<file path="src/rtl/hazard_forward_mc_pkg.sv">
// Shared encodings for the pipeline hazard/forwarding unit: operand-mux selects
// and the memory-wait FSM state type.
package pipeline_pkg;

  // ALU operand select (forward_A_selX / forward_B_selX)
  localparam logic [1:0] FWD_RF  = 2'b00;
  localparam logic [1:0] FWD_MEM = 2'b01;
  localparam logic [1:0] FWD_WB  = 2'b10;

  // Branch operand select (forwardD)
  localparam logic [1:0] BFWD_RF  = 2'b00;
  localparam logic [1:0] BFWD_EX  = 2'b01;
  localparam logic [1:0] BFWD_MEM = 2'b10;
  localparam logic [1:0] BFWD_WB  = 2'b11;

  typedef enum logic {
    IDLE     = 1'b0,
    MEM_WAIT = 1'b1
  } wait_state_e;

endpackage

</file>
<file path="src/rtl/hazard_forward_mc_if.sv">
// Pipeline-side signal bundle of the hazard unit; the pipeline is the master,
// the hazard unit the slave.
interface hazard_forward_mc_if #(
  parameter int REG_W = 4,
  parameter int CNT_W = 16
);
  logic             reg_wr_enX, reg_wr_enM, reg_wr_enW;
  logic [REG_W-1:0] write_regX, write_regM, write_regW;
  logic             mem_to_regX, mem_to_regM;
  logic [REG_W-1:0] rr1_reg_D, rr2_reg_D;
  logic [REG_W-1:0] rr1_reg_X, rr2_reg_X;
  logic             branch_D, branch_taken_D;
  logic             mem_req_M, mem_ready;

  logic [1:0]       forwardD;
  logic [1:0]       forward_A_selX, forward_B_selX;
  logic             stall_F, stall_D, stall_X, stall_M;
  logic             bubble_X, bubble_W, flush_D;
  logic             mem_timeout;
  logic [CNT_W-1:0] stall_cycles;

  modport master (
    output reg_wr_enX, reg_wr_enM, reg_wr_enW,
    output write_regX, write_regM, write_regW,
    output mem_to_regX, mem_to_regM,
    output rr1_reg_D, rr2_reg_D, rr1_reg_X, rr2_reg_X,
    output branch_D, branch_taken_D, mem_req_M, mem_ready,
    input  forwardD, forward_A_selX, forward_B_selX,
    input  stall_F, stall_D, stall_X, stall_M,
    input  bubble_X, bubble_W, flush_D, mem_timeout, stall_cycles
  );

  modport slave (
    input  reg_wr_enX, reg_wr_enM, reg_wr_enW,
    input  write_regX, write_regM, write_regW,
    input  mem_to_regX, mem_to_regM,
    input  rr1_reg_D, rr2_reg_D, rr1_reg_X, rr2_reg_X,
    input  branch_D, branch_taken_D, mem_req_M, mem_ready,
    output forwardD, forward_A_selX, forward_B_selX,
    output stall_F, stall_D, stall_X, stall_M,
    output bubble_X, bubble_W, flush_D, mem_timeout, stall_cycles
  );
endinterface

</file>
<file path="src/rtl/hazard_forward_mc_mem_wait_fsm.sv">
// Variable-latency memory wait tracker: holds the pipeline while MEM waits for
// mem_ready and aborts with a sticky error after TIMEOUT cycles.
module mem_wait_fsm
  import pipeline_pkg::*;
#(
  parameter int TIMEOUT = 64
) (
  input  logic clk,
  input  logic rst,
  input  logic mem_req,
  input  logic mem_ready,
  output logic mem_stall,
  output logic mem_timeout
);
  localparam int CNT_BITS = (TIMEOUT > 2) ? $clog2(TIMEOUT) : 1;
  localparam logic [CNT_BITS-1:0] LAST_WAIT = CNT_BITS'(TIMEOUT - 1);

  wait_state_e         state_q, state_d;
  logic [CNT_BITS-1:0] wait_cnt_q;
  logic                timeout_exit;

  // NOTE: every output of this block gets a default first so no path leaves a
  // value unassigned, which would otherwise infer a latch.
  always_comb begin
    state_d      = state_q;
    timeout_exit = 1'b0;
    mem_stall    = 1'b0;
    if (state_q == IDLE) begin
      if (mem_req && !mem_ready) begin
        state_d   = MEM_WAIT;
        mem_stall = 1'b1;
      end
    end else begin
      timeout_exit = !mem_ready && (wait_cnt_q == LAST_WAIT);
      mem_stall    = !mem_ready && !timeout_exit;
      if (mem_ready || timeout_exit) state_d = IDLE;
    end
  end

  // NOTE: state is updated with non-blocking assignments so every register
  // samples the pre-edge values, independent of statement order.
  always_ff @(posedge clk) begin
    if (rst) begin
      state_q     <= IDLE;
      wait_cnt_q  <= '0;
      mem_timeout <= 1'b0;
    end else begin
      state_q <= state_d;
      // Held at zero while idle so every MEM_WAIT entry starts a fresh count.
      if (state_q == IDLE) wait_cnt_q <= '0;
      else                 wait_cnt_q <= wait_cnt_q + 1'b1;
      if (timeout_exit) mem_timeout <= 1'b1;
    end
  end

endmodule

</file>
<file path="src/rtl/hazard_forward_mc.sv">
// Hazard/forwarding unit for the 5-stage pipeline with variable-latency memory,
// taken-branch flush and a saturating stall-cycle counter.
module hazard_forward_mc
  import pipeline_pkg::*;
#(
  parameter int REG_W              = 4,
  parameter int ZERO_REG_HARDWIRED = 1,
  parameter int TIMEOUT            = 64,
  parameter int CNT_W              = 16
) (
  input logic                clk,
  input logic                rst,
  hazard_forward_mc_if.slave hz
);
  logic             ld_haz, mem_stall;
  logic [CNT_W-1:0] stall_cnt_q;

  function automatic logic src_match(input logic en,
                                     input logic [REG_W-1:0] dst,
                                     input logic [REG_W-1:0] src);
    return en && (dst == src) && ((ZERO_REG_HARDWIRED == 0) || (dst != '0));
  endfunction

  always_comb begin
    hz.forward_A_selX = FWD_RF;
    if      (src_match(hz.reg_wr_enM, hz.write_regM, hz.rr1_reg_X)) hz.forward_A_selX = FWD_MEM;
    else if (src_match(hz.reg_wr_enW, hz.write_regW, hz.rr1_reg_X)) hz.forward_A_selX = FWD_WB;

    hz.forward_B_selX = FWD_RF;
    if      (src_match(hz.reg_wr_enM, hz.write_regM, hz.rr2_reg_X)) hz.forward_B_selX = FWD_MEM;
    else if (src_match(hz.reg_wr_enW, hz.write_regW, hz.rr2_reg_X)) hz.forward_B_selX = FWD_WB;

    hz.forwardD = BFWD_RF;
    if      (src_match(hz.reg_wr_enX, hz.write_regX, hz.rr1_reg_D)) hz.forwardD = BFWD_EX;
    else if (src_match(hz.reg_wr_enM, hz.write_regM, hz.rr1_reg_D)) hz.forwardD = BFWD_MEM;
    else if (src_match(hz.reg_wr_enW, hz.write_regW, hz.rr1_reg_D)) hz.forwardD = BFWD_WB;
  end

  // A load in EX cannot feed decode; a load in MEM cannot feed a decode-stage branch.
  assign ld_haz =
      (hz.mem_to_regX && (src_match(hz.reg_wr_enX, hz.write_regX, hz.rr1_reg_D) ||
                          src_match(hz.reg_wr_enX, hz.write_regX, hz.rr2_reg_D))) ||
      (hz.branch_D && hz.mem_to_regM &&
       src_match(hz.reg_wr_enM, hz.write_regM, hz.rr1_reg_D));

  mem_wait_fsm #(
    .TIMEOUT (TIMEOUT)
  ) u_mem_wait (
    .clk         (clk),
    .rst         (rst),
    .mem_req     (hz.mem_req_M),
    .mem_ready   (hz.mem_ready),
    .mem_stall   (mem_stall),
    .mem_timeout (hz.mem_timeout)
  );

  always_comb begin
    hz.stall_F  = 1'b0;
    hz.stall_D  = 1'b0;
    hz.stall_X  = 1'b0;
    hz.stall_M  = 1'b0;
    hz.bubble_X = 1'b0;
    hz.bubble_W = 1'b0;
    hz.flush_D  = 1'b0;
    if (mem_stall) begin
      hz.stall_F  = 1'b1;
      hz.stall_D  = 1'b1;
      hz.stall_X  = 1'b1;
      hz.stall_M  = 1'b1;
      hz.bubble_W = 1'b1;
    end else if (ld_haz) begin
      // A taken branch waiting on load data is not flushed; it re-resolves next cycle.
      hz.stall_F  = 1'b1;
      hz.stall_D  = 1'b1;
      hz.bubble_X = 1'b1;
    end else if (hz.branch_taken_D) begin
      hz.flush_D = 1'b1;
    end
  end

  always_ff @(posedge clk) begin
    if (rst)                                 stall_cnt_q <= '0;
    else if (hz.stall_F && stall_cnt_q != '1) stall_cnt_q <= stall_cnt_q + 1'b1;
  end

  assign hz.stall_cycles = stall_cnt_q;

endmodule

</file>
<file path="src/flat_wrapper.sv">
// flat-port wrapper written by rule: the top's interface ports become plain ports
module hazard_forward_mc_flat import pipeline_pkg::*;
#(
  parameter int REG_W              = 4,
  parameter int ZERO_REG_HARDWIRED = 1,
  parameter int TIMEOUT            = 64,
  parameter int CNT_W              = 16
)
  (clk, rst, hz_reg_wr_enX, hz_reg_wr_enM, hz_reg_wr_enW, hz_write_regX, hz_write_regM, hz_write_regW, hz_mem_to_regX, hz_mem_to_regM, hz_rr1_reg_D, hz_rr2_reg_D, hz_rr1_reg_X, hz_rr2_reg_X, hz_branch_D, hz_branch_taken_D, hz_mem_req_M, hz_mem_ready, hz_forwardD, hz_forward_A_selX, hz_forward_B_selX, hz_stall_F, hz_stall_D, hz_stall_X, hz_stall_M, hz_bubble_X, hz_bubble_W, hz_flush_D, hz_mem_timeout, hz_stall_cycles);
  hazard_forward_mc_if #(.REG_W(REG_W), .CNT_W(CNT_W)) hz_i ();
  input logic clk;
  input logic rst;
  input wire logic [$bits(hz_i.reg_wr_enX)-1:0] hz_reg_wr_enX;
  input wire logic [$bits(hz_i.reg_wr_enM)-1:0] hz_reg_wr_enM;
  input wire logic [$bits(hz_i.reg_wr_enW)-1:0] hz_reg_wr_enW;
  input wire logic [$bits(hz_i.write_regX)-1:0] hz_write_regX;
  input wire logic [$bits(hz_i.write_regM)-1:0] hz_write_regM;
  input wire logic [$bits(hz_i.write_regW)-1:0] hz_write_regW;
  input wire logic [$bits(hz_i.mem_to_regX)-1:0] hz_mem_to_regX;
  input wire logic [$bits(hz_i.mem_to_regM)-1:0] hz_mem_to_regM;
  input wire logic [$bits(hz_i.rr1_reg_D)-1:0] hz_rr1_reg_D;
  input wire logic [$bits(hz_i.rr2_reg_D)-1:0] hz_rr2_reg_D;
  input wire logic [$bits(hz_i.rr1_reg_X)-1:0] hz_rr1_reg_X;
  input wire logic [$bits(hz_i.rr2_reg_X)-1:0] hz_rr2_reg_X;
  input wire logic [$bits(hz_i.branch_D)-1:0] hz_branch_D;
  input wire logic [$bits(hz_i.branch_taken_D)-1:0] hz_branch_taken_D;
  input wire logic [$bits(hz_i.mem_req_M)-1:0] hz_mem_req_M;
  input wire logic [$bits(hz_i.mem_ready)-1:0] hz_mem_ready;
  output wire logic [$bits(hz_i.forwardD)-1:0] hz_forwardD;
  output wire logic [$bits(hz_i.forward_A_selX)-1:0] hz_forward_A_selX;
  output wire logic [$bits(hz_i.forward_B_selX)-1:0] hz_forward_B_selX;
  output wire logic [$bits(hz_i.stall_F)-1:0] hz_stall_F;
  output wire logic [$bits(hz_i.stall_D)-1:0] hz_stall_D;
  output wire logic [$bits(hz_i.stall_X)-1:0] hz_stall_X;
  output wire logic [$bits(hz_i.stall_M)-1:0] hz_stall_M;
  output wire logic [$bits(hz_i.bubble_X)-1:0] hz_bubble_X;
  output wire logic [$bits(hz_i.bubble_W)-1:0] hz_bubble_W;
  output wire logic [$bits(hz_i.flush_D)-1:0] hz_flush_D;
  output wire logic [$bits(hz_i.mem_timeout)-1:0] hz_mem_timeout;
  output wire logic [$bits(hz_i.stall_cycles)-1:0] hz_stall_cycles;
  assign hz_i.reg_wr_enX = hz_reg_wr_enX;
  assign hz_i.reg_wr_enM = hz_reg_wr_enM;
  assign hz_i.reg_wr_enW = hz_reg_wr_enW;
  assign hz_i.write_regX = hz_write_regX;
  assign hz_i.write_regM = hz_write_regM;
  assign hz_i.write_regW = hz_write_regW;
  assign hz_i.mem_to_regX = hz_mem_to_regX;
  assign hz_i.mem_to_regM = hz_mem_to_regM;
  assign hz_i.rr1_reg_D = hz_rr1_reg_D;
  assign hz_i.rr2_reg_D = hz_rr2_reg_D;
  assign hz_i.rr1_reg_X = hz_rr1_reg_X;
  assign hz_i.rr2_reg_X = hz_rr2_reg_X;
  assign hz_i.branch_D = hz_branch_D;
  assign hz_i.branch_taken_D = hz_branch_taken_D;
  assign hz_i.mem_req_M = hz_mem_req_M;
  assign hz_i.mem_ready = hz_mem_ready;
  assign hz_forwardD = hz_i.forwardD;
  assign hz_forward_A_selX = hz_i.forward_A_selX;
  assign hz_forward_B_selX = hz_i.forward_B_selX;
  assign hz_stall_F = hz_i.stall_F;
  assign hz_stall_D = hz_i.stall_D;
  assign hz_stall_X = hz_i.stall_X;
  assign hz_stall_M = hz_i.stall_M;
  assign hz_bubble_X = hz_i.bubble_X;
  assign hz_bubble_W = hz_i.bubble_W;
  assign hz_flush_D = hz_i.flush_D;
  assign hz_mem_timeout = hz_i.mem_timeout;
  assign hz_stall_cycles = hz_i.stall_cycles;
  hazard_forward_mc #(.REG_W(REG_W), .ZERO_REG_HARDWIRED(ZERO_REG_HARDWIRED), .TIMEOUT(TIMEOUT), .CNT_W(CNT_W)) u_core (.clk(clk), .rst(rst), .hz(hz_i));
endmodule
</file>
<file path="config.mk">
export PLATFORM = sky130hd
export DESIGN_NAME = hazard_forward_mc_flat
export DESIGN_NICKNAME = d
export VERILOG_FILES = /design/src/rtl/hazard_forward_mc_pkg.sv /design/src/rtl/hazard_forward_mc_if.sv /design/src/rtl/hazard_forward_mc_mem_wait_fsm.sv /design/src/rtl/hazard_forward_mc.sv /design/src/flat_wrapper.sv
export SDC_FILE = /design/constraint.sdc
export NUM_CORES = 1
export LEC_CHECK = 0
export ABC_CLOCK_PERIOD_IN_PS = 7500
export CORE_MARGIN = 5
export CORE_UTILIZATION = 45
export DETAILED_ROUTE_END_ITERATION = 10
export PLACE_DENSITY = 0.85
export SETUP_SLACK_MARGIN = 0.1
export SYNTH_ARGS = -nofsm -noshare
export SYNTH_HDL_FRONTEND = slang
export SYNTH_SLANG_ARGS = --single-unit
</file>
<file path="constraint.sdc">
create_clock -name clk -period 7.5 [get_ports clk]
set_input_delay 2.25 -clock clk [delete_from_list [all_inputs] [get_ports clk]]
set_output_delay 2.25 -clock clk [all_outputs]
set_load 0.005 [all_outputs]
</file>
==> impl_metrics.toml, run 1 <==
[global_routing]
antenna_found_initial = 0
grt_pass1_wl_mm = 7.31
grt_overflow = 0
track_usage_pct = 20.3
grt_pass1_vias = 1643
grt_max_degree = 23

[timing]
slew_headroom_pct = 43.6
finalClockSkew_ns = 0.00236
setup_viol = 0
tns_ns = 0
tightest_slew_ns = 0.835
fmax_mhz = 144
finalMaxSlewViolations = 0
period_minus_slack_ns = 6.93
period_share_pct = 92.4
rsz0062_at_grt = "no"
hold_viol = 0

[power]
leakagePower_nw = 0.750
power_density_nw_per_um2 = 128
peakVddDrop_v = 0.0000936

[synth]
async_flop_share_pct = 0
yosysWarnings = 0
synth_edf_count = 0
synth_nets = 231
synthCells = 190
ys_seq_area_share_pct = 30.8
synthFlopType = "dfxtp_1"
netlist_area_um2 = 1560
synth.avg_cell_area_um2 = 8.20
ys_seq_elements = 24
synth_cell_type_count = 35

[worst_setup_path]
arrival_ns = 4.68
crit_required_ns = 5.25
r2r_slack_ns = 5.11
cp_max_fo = 5
path_buf_inv = 2
path_delay_family = "compound AO/OA/AOI/OAI gates"
cp_common_cell = "clkdlybuf4s50_1"
worst_path_max_delay_cell = "o41ai_1"
reg2reg_depth = 6
cp-start-kind = "input port"
crit_path_end_kind = "primary output"
slowest_delay_ns = 0.83
path_class = "in2out"
r2r_end = "u_core.hz.stall_cycles[11]"
path_cells = "clkdlybuf4s50_1, o41ai_1, o41a_1, and3_1, clkdlybuf4s50_1"
regToRegStartpoint = "u_core.hz.stall_cycles[0]"

[floorplanning]
start_util_pct = 46.7
die-area_um2 = 4740
die_h_um = 68.8
dieWidth_um = 68.8
core-area_um2 = 3340
row_count = 21
io_pins = 69

[finish]
multi_input_area_um2 = 1010
final_nets = 297
seq_area_um2 = 480
syn_to_final_growth_pct = 47.8
postLayoutCoreUtil_pct = 69.0
nFillCells = 315
drive_above_1_share_pct = 3.53
diodes = 0

[placement]
place_hpwl_mm = 3.65
finalWeightedCongestion = 0.851
port_buffers = 68

[routing]
wirelength_mm = 4.56
vias_per_cell = 5.47
drt-initial-drc-count = 57
postRouteAntennaNets = 0
first_pass_iters = 4
drc = 0
routedWlPerCell_um = 15.1
vias = 1647

[run]
cap_viol_max_count = 0

[min_path]
holdPathStages = 1
hold_end = "u_core.u_mem_wait.wait_cnt_q[0]"
min_from = "u_core.u_mem_wait.wait_cnt_q[0]"
hp-class = "reg2reg"

[cts]
cts_setup_buffers = 0
clock-sinks = 24
clk_latency_ns = 0.33
cts_max_path_buffers = 2
hold_buffers = 0
clock-root-buffer = "clkbuf_4"
cts_made_buffers = 3
cts_resized = 0
clk_pin_slew_ns = 0.13
cts_max_level = 1
cts_tree = "done"

[outcome]
outcome = "completed"
## layout make-up
class                           count  area share, %
Timing Repair Buffer               68           29.6
Clock inverter                      1           1.30
Clock buffer                        3          0.978
Multi-Input combinational cell    154           44.0
Tap cell                           46           2.50
Inverter                            5          0.815
Sequential cell                    24           20.9
## layer usage
layer / routed length, um / vias up / share of wire (%) / GRT usage [%]
li1: - / 817 / - / -
met5: 0 / - / 0 / 0
met3: 340 / 7 / 7.5 / 3.08
met2: 2200 / 63 / 48 / 35.2
met4: 70 / 0 / 1.5 / 8.03
met1: 1940 / 760 / 43 / 25.0
## per-stage QoR
step	setup WS, ns	total power, mW	area [um2]	hold WS [ns]	instances
finish	0.568	0.295	2300	0.462	301
global route	0.365	0.310	2300	0.499	301
CTS	0.573	0.297	2300	0.470	301
detailed placement	0.585	0.204	2250	0.441	297
global placement	0.734	0.203	2250	0.431	297
floorplan	1.86	0.165	1560	0.418	190
## where the power goes
part           internal (mW)  total (mW)  switching, mW  leakage (nW)
Sequential             0.129       0.131        0.00221         0.194
Combinational         0.0403      0.0700         0.0297         0.528
Clock                 0.0541      0.0937         0.0396        0.0279
## flip-flops by register name, summed over array words and instances, names as in the netlist
signal	cells
u_core.u_mem_wait.wait_cnt_q	6
u_core.u_mem_wait.state_q	1
u_core.u_mem_wait.mem_timeout	1
u_core.hz.stall_cycles	16
## synthesized netlist by cell type (2+ instances only)
master	number	area, um2
a21oi_1	16	80.1
and3_1	3	18.8
buf_4	3	22.5
clkbuf_1	2	7.51
dfxtp_1	24	480
ha_1	2	25.0
inv_1	5	18.8
mux2_2	2	22.5
nand2_1	14	52.6
nand2b_1	2	12.5
nand3_1	11	55.1
nand4_1	8	50.1
nor2_1	16	60.1
nor2b_1	2	12.5
nor3_1	4	20.0
nor4_1	3	18.8
o21ai_0	7	35.0
o31ai_1	4	30.0
o41a_1	2	22.5
o41ai_1	3	26.3
or3_1	5	31.3
or4_1	4	30.0
xnor2_1	25	219
xor2_1	12	105
## layout by cell type (no fill, tap or decap), drive strengths merged, types with 2 or more instances in the layout
cell type,synthesis,final
ha,2,2
nor4,4,4
nand3,11,11
nor2,16,16
clkdlybuf4s50,0,68
o31ai,4,4
nand2,14,14
a21oi,16,16
clkbuf,2,3
o21ai,7,7
xor2,12,12
mux2,2,2
o41a,2,2
dfxtp,24,24
nand4,8,8
or4,4,4
and3,3,3
nor3,4,4
xnor2,25,25
nand2b,2,2
nor2b,2,2
or3,5,5
inv,5,5
o41ai,3,3
## worst max path at each step
stage	depth (start not counted)	slack, ns	to	startpoint
finish	5	0.57	hz_flush_D	hz_write_regM[1]
CTS	5	0.57	hz_flush_D	hz_write_regM[1]
global route	5	0.36	hz_flush_D	hz_write_regM[1]
detailed placement	5	0.58	hz_flush_D	hz_write_regM[1]
global placement	5	0.73	hz_flush_D	hz_write_regM[0]
floorplan	4	1.86	hz_stall_F	hz_write_regM[0]
## cell families after synthesis
| kind of cell | Yosys count | synth area share, % |
|---|---|---|
| multiplexers | 2 | 1.45 |
| buffers and inverters | 12 | 4.18 |
| AND/OR/NAND/NOR | 75 | 25.1 |
| AO/OA/AOI/OAI | 38 | 16.0 |
| adder cells (fa/ha/maj) | 2 | 1.61 |
| XOR/XNOR | 37 | 20.8 |
| flip-flops | 24 | 30.8 |
No activity file was read; power rests on OpenSTA's default activity.
==> run 2, diff against run 1 <==
Settings changed: ABC_CLOCK_PERIOD_IN_PS 7500 to 8330.
Clock period 7.5 ns to 8.33 ns, I/O delays scaled along.
==> run 2 against run 1 <==
Routed wire length shrank 1.5%. First-iteration DRC count is 3.5% lower. Setup slack improved by 0.37 ns. Combinational power is 10% lower. Final area stayed put. Highest routed layer unchanged. Critical path type unchanged. Count of clock-buffer cells in the layout unchanged. Cell count did not move. Non-clock buffer count did not move. Register-to-register slack gained 0.80 ns.
==> impl_metrics.toml, run 2 (synthesized netlist as in run 1, its figures left out) <==
[worst_setup_path]
worst_path_max_delay_cell = "o41ai_1"
cp_common_cell = "clkdlybuf4s50_1"
crit_required_ns = 5.83
arrival_ns = 4.89
reg2reg_depth = 6
path_buf_inv = 2
cp-start-kind = "input port"
regToRegStartpoint = "u_core.hz.stall_cycles[0]"
path_class = "in2out"
path_cells = "clkdlybuf4s50_1, o41ai_1, o41a_1, and3_1, clkdlybuf4s50_1"
crit_path_end_kind = "primary output"
slowest_delay_ns = 0.80
crit_start = "hz_write_regM[1]"
r2r_slack_ns = 5.91
path_delay_family = "compound AO/OA/AOI/OAI gates"
cp_max_fo = 5
r2r_end = "u_core.hz.stall_cycles[11]"

[cts]
clock-root-buffer = "clkbuf_4"
clock-sinks = 24
cts_setup_buffers = 0
hold_buffers = 0
cts_tree = "done"
cts_made_buffers = 3
clk_pin_slew_ns = 0.13
cts_resized = 0
cts_max_level = 1
cts_max_path_buffers = 2
clk_latency_ns = 0.31

[finish]
seq_area_um2 = 480
multi_input_area_um2 = 1010
final_nets = 297
diodes = 0
nFillCells = 300
layout_common_cells = "clkdlybuf4s50_1 (68), xnor2_1 (25), dfxtp_1 (24)"
largest_reg_flops = 16
final_common_cell = "clkdlybuf4s50_1"
syn_to_final_growth_pct = 47.8
drive_above_1_share_pct = 3.53

[global_routing]
grt_pass1_vias = 1573
track_usage_pct = 19.2
grt_overflow = 0
grt_pass1_wl_mm = 6.98
antenna_found_initial = 0
grtUsageMet2_pct = 32.2
grt_max_degree = 23
gr-max-usage-layer = "met2"
grtUsageMet3_pct = 4.05
gr-usage-met1_pct = 24.5

[run]
cap_viol_max_count = 0

[placement]
place_hpwl_mm = 3.57
place_ws_ns = 0.939
finalWeightedCongestion = 0.800
port_buffers = 68

[timing]
tns_ns = 0
slew_headroom_pct = 45.9
hold_viol = 0
finalMaxSlewViolations = 0
setup_viol = 0
fmax_mhz = 135
period_share_pct = 88.7
tightest_slew_ns = 0.801
period_minus_slack_ns = 7.39
worst_slack_ns = 0.938
finalClockSkew_ns = 0.00469
rsz0062_at_grt = "no"

[power]
leakagePower_nw = 0.750
p_comb_share_pct = 23.9
p_sw_share_pct = 23.6
peakVddDrop_v = 0.0000879
internal_power_mw = 0.201
seqPwrFrac_pct = 44.8
clkPwrFrac_pct = 31.3
power_density_nw_per_um2 = 114
p_switching_mw = 0.0623

[floorplanning]
start_util_pct = 46.7
row_count = 21
die_h_um = 68.8
core-area_um2 = 3340
io_pins = 69
die-area_um2 = 4740
dieWidth_um = 68.8

[outcome]
outcome = "completed"

[min_path]
hold_end = "u_core.u_mem_wait.wait_cnt_q[0]"
hp-class = "reg2reg"
min_from = "u_core.u_mem_wait.wait_cnt_q[0]"
holdPathStages = 1

[routing]
first_pass_iters = 4
drt-initial-drc-count = 55
routedWlPerCell_um = 14.9
postRouteAntennaNets = 0
wirelength_mm = 4.49
vias = 1641
drc = 0
vias_per_cell = 5.45
run 2: cell counts in the layout (fill, tap and decap cells not counted):
Identical to the previous run, type by type.
run 2: layer usage:
layer  share of wire [%]  wire, um
met5                   0         0
met4                 1.5        69
met3                 9.8       441
met2                  47      2100
met1                  42      1870
run 2: how the worst max path moves through the flow:
stage	end	slack, ns	cells after the start
after floorplan	hz_stall_F	2.19	4
after global placement	hz_flush_D	1.08	5
after detailed placement	hz_flush_D	0.94	5
after CTS	hz_flush_D	0.94	5
after global routing	hz_flush_D	0.71	5
final	hz_flush_D	0.94	5
run 2: power by group through the flow:
stage	clock network, mW	registers (mW)	logic, mW
after global placement	0	0.121	0.0618
after detailed placement	0	0.121	0.0629
final	0.0823	0.118	0.0629
after CTS	0.0846	0.118	0.0633
after global routing	0.0906	0.118	0.0683
after floorplan	0	0.120	0.0282
run 2: cell type report:
| type | instances | area share (%) |
|---|---|---|
| clock buffer | 3 | 0.978 |
| clock inverter | 1 | 1.30 |
| timing repair buffer | 68 | 29.6 |
| sequential | 24 | 20.9 |
| inverter | 5 | 0.815 |
| multi-input combinational | 154 | 44.0 |
| tap | 46 | 2.50 |
run 2: per-stage QoR:
stage / util [%] / cells / area (um2) / power [mW] / hold WS, ns
after global routing: 69.0 / 301 / 2300 / 0.277 / 0.489
after global placement: 67.4 / 297 / 2250 / 0.182 / 0.426
after floorplan: - / 190 / 1560 / 0.149 / 0.418
after CTS: 69.0 / 301 / 2300 / 0.266 / 0.460
after detailed placement: 67.4 / 297 / 2250 / 0.183 / 0.437
final: 69.0 / 301 / 2300 / 0.263 / 0.457
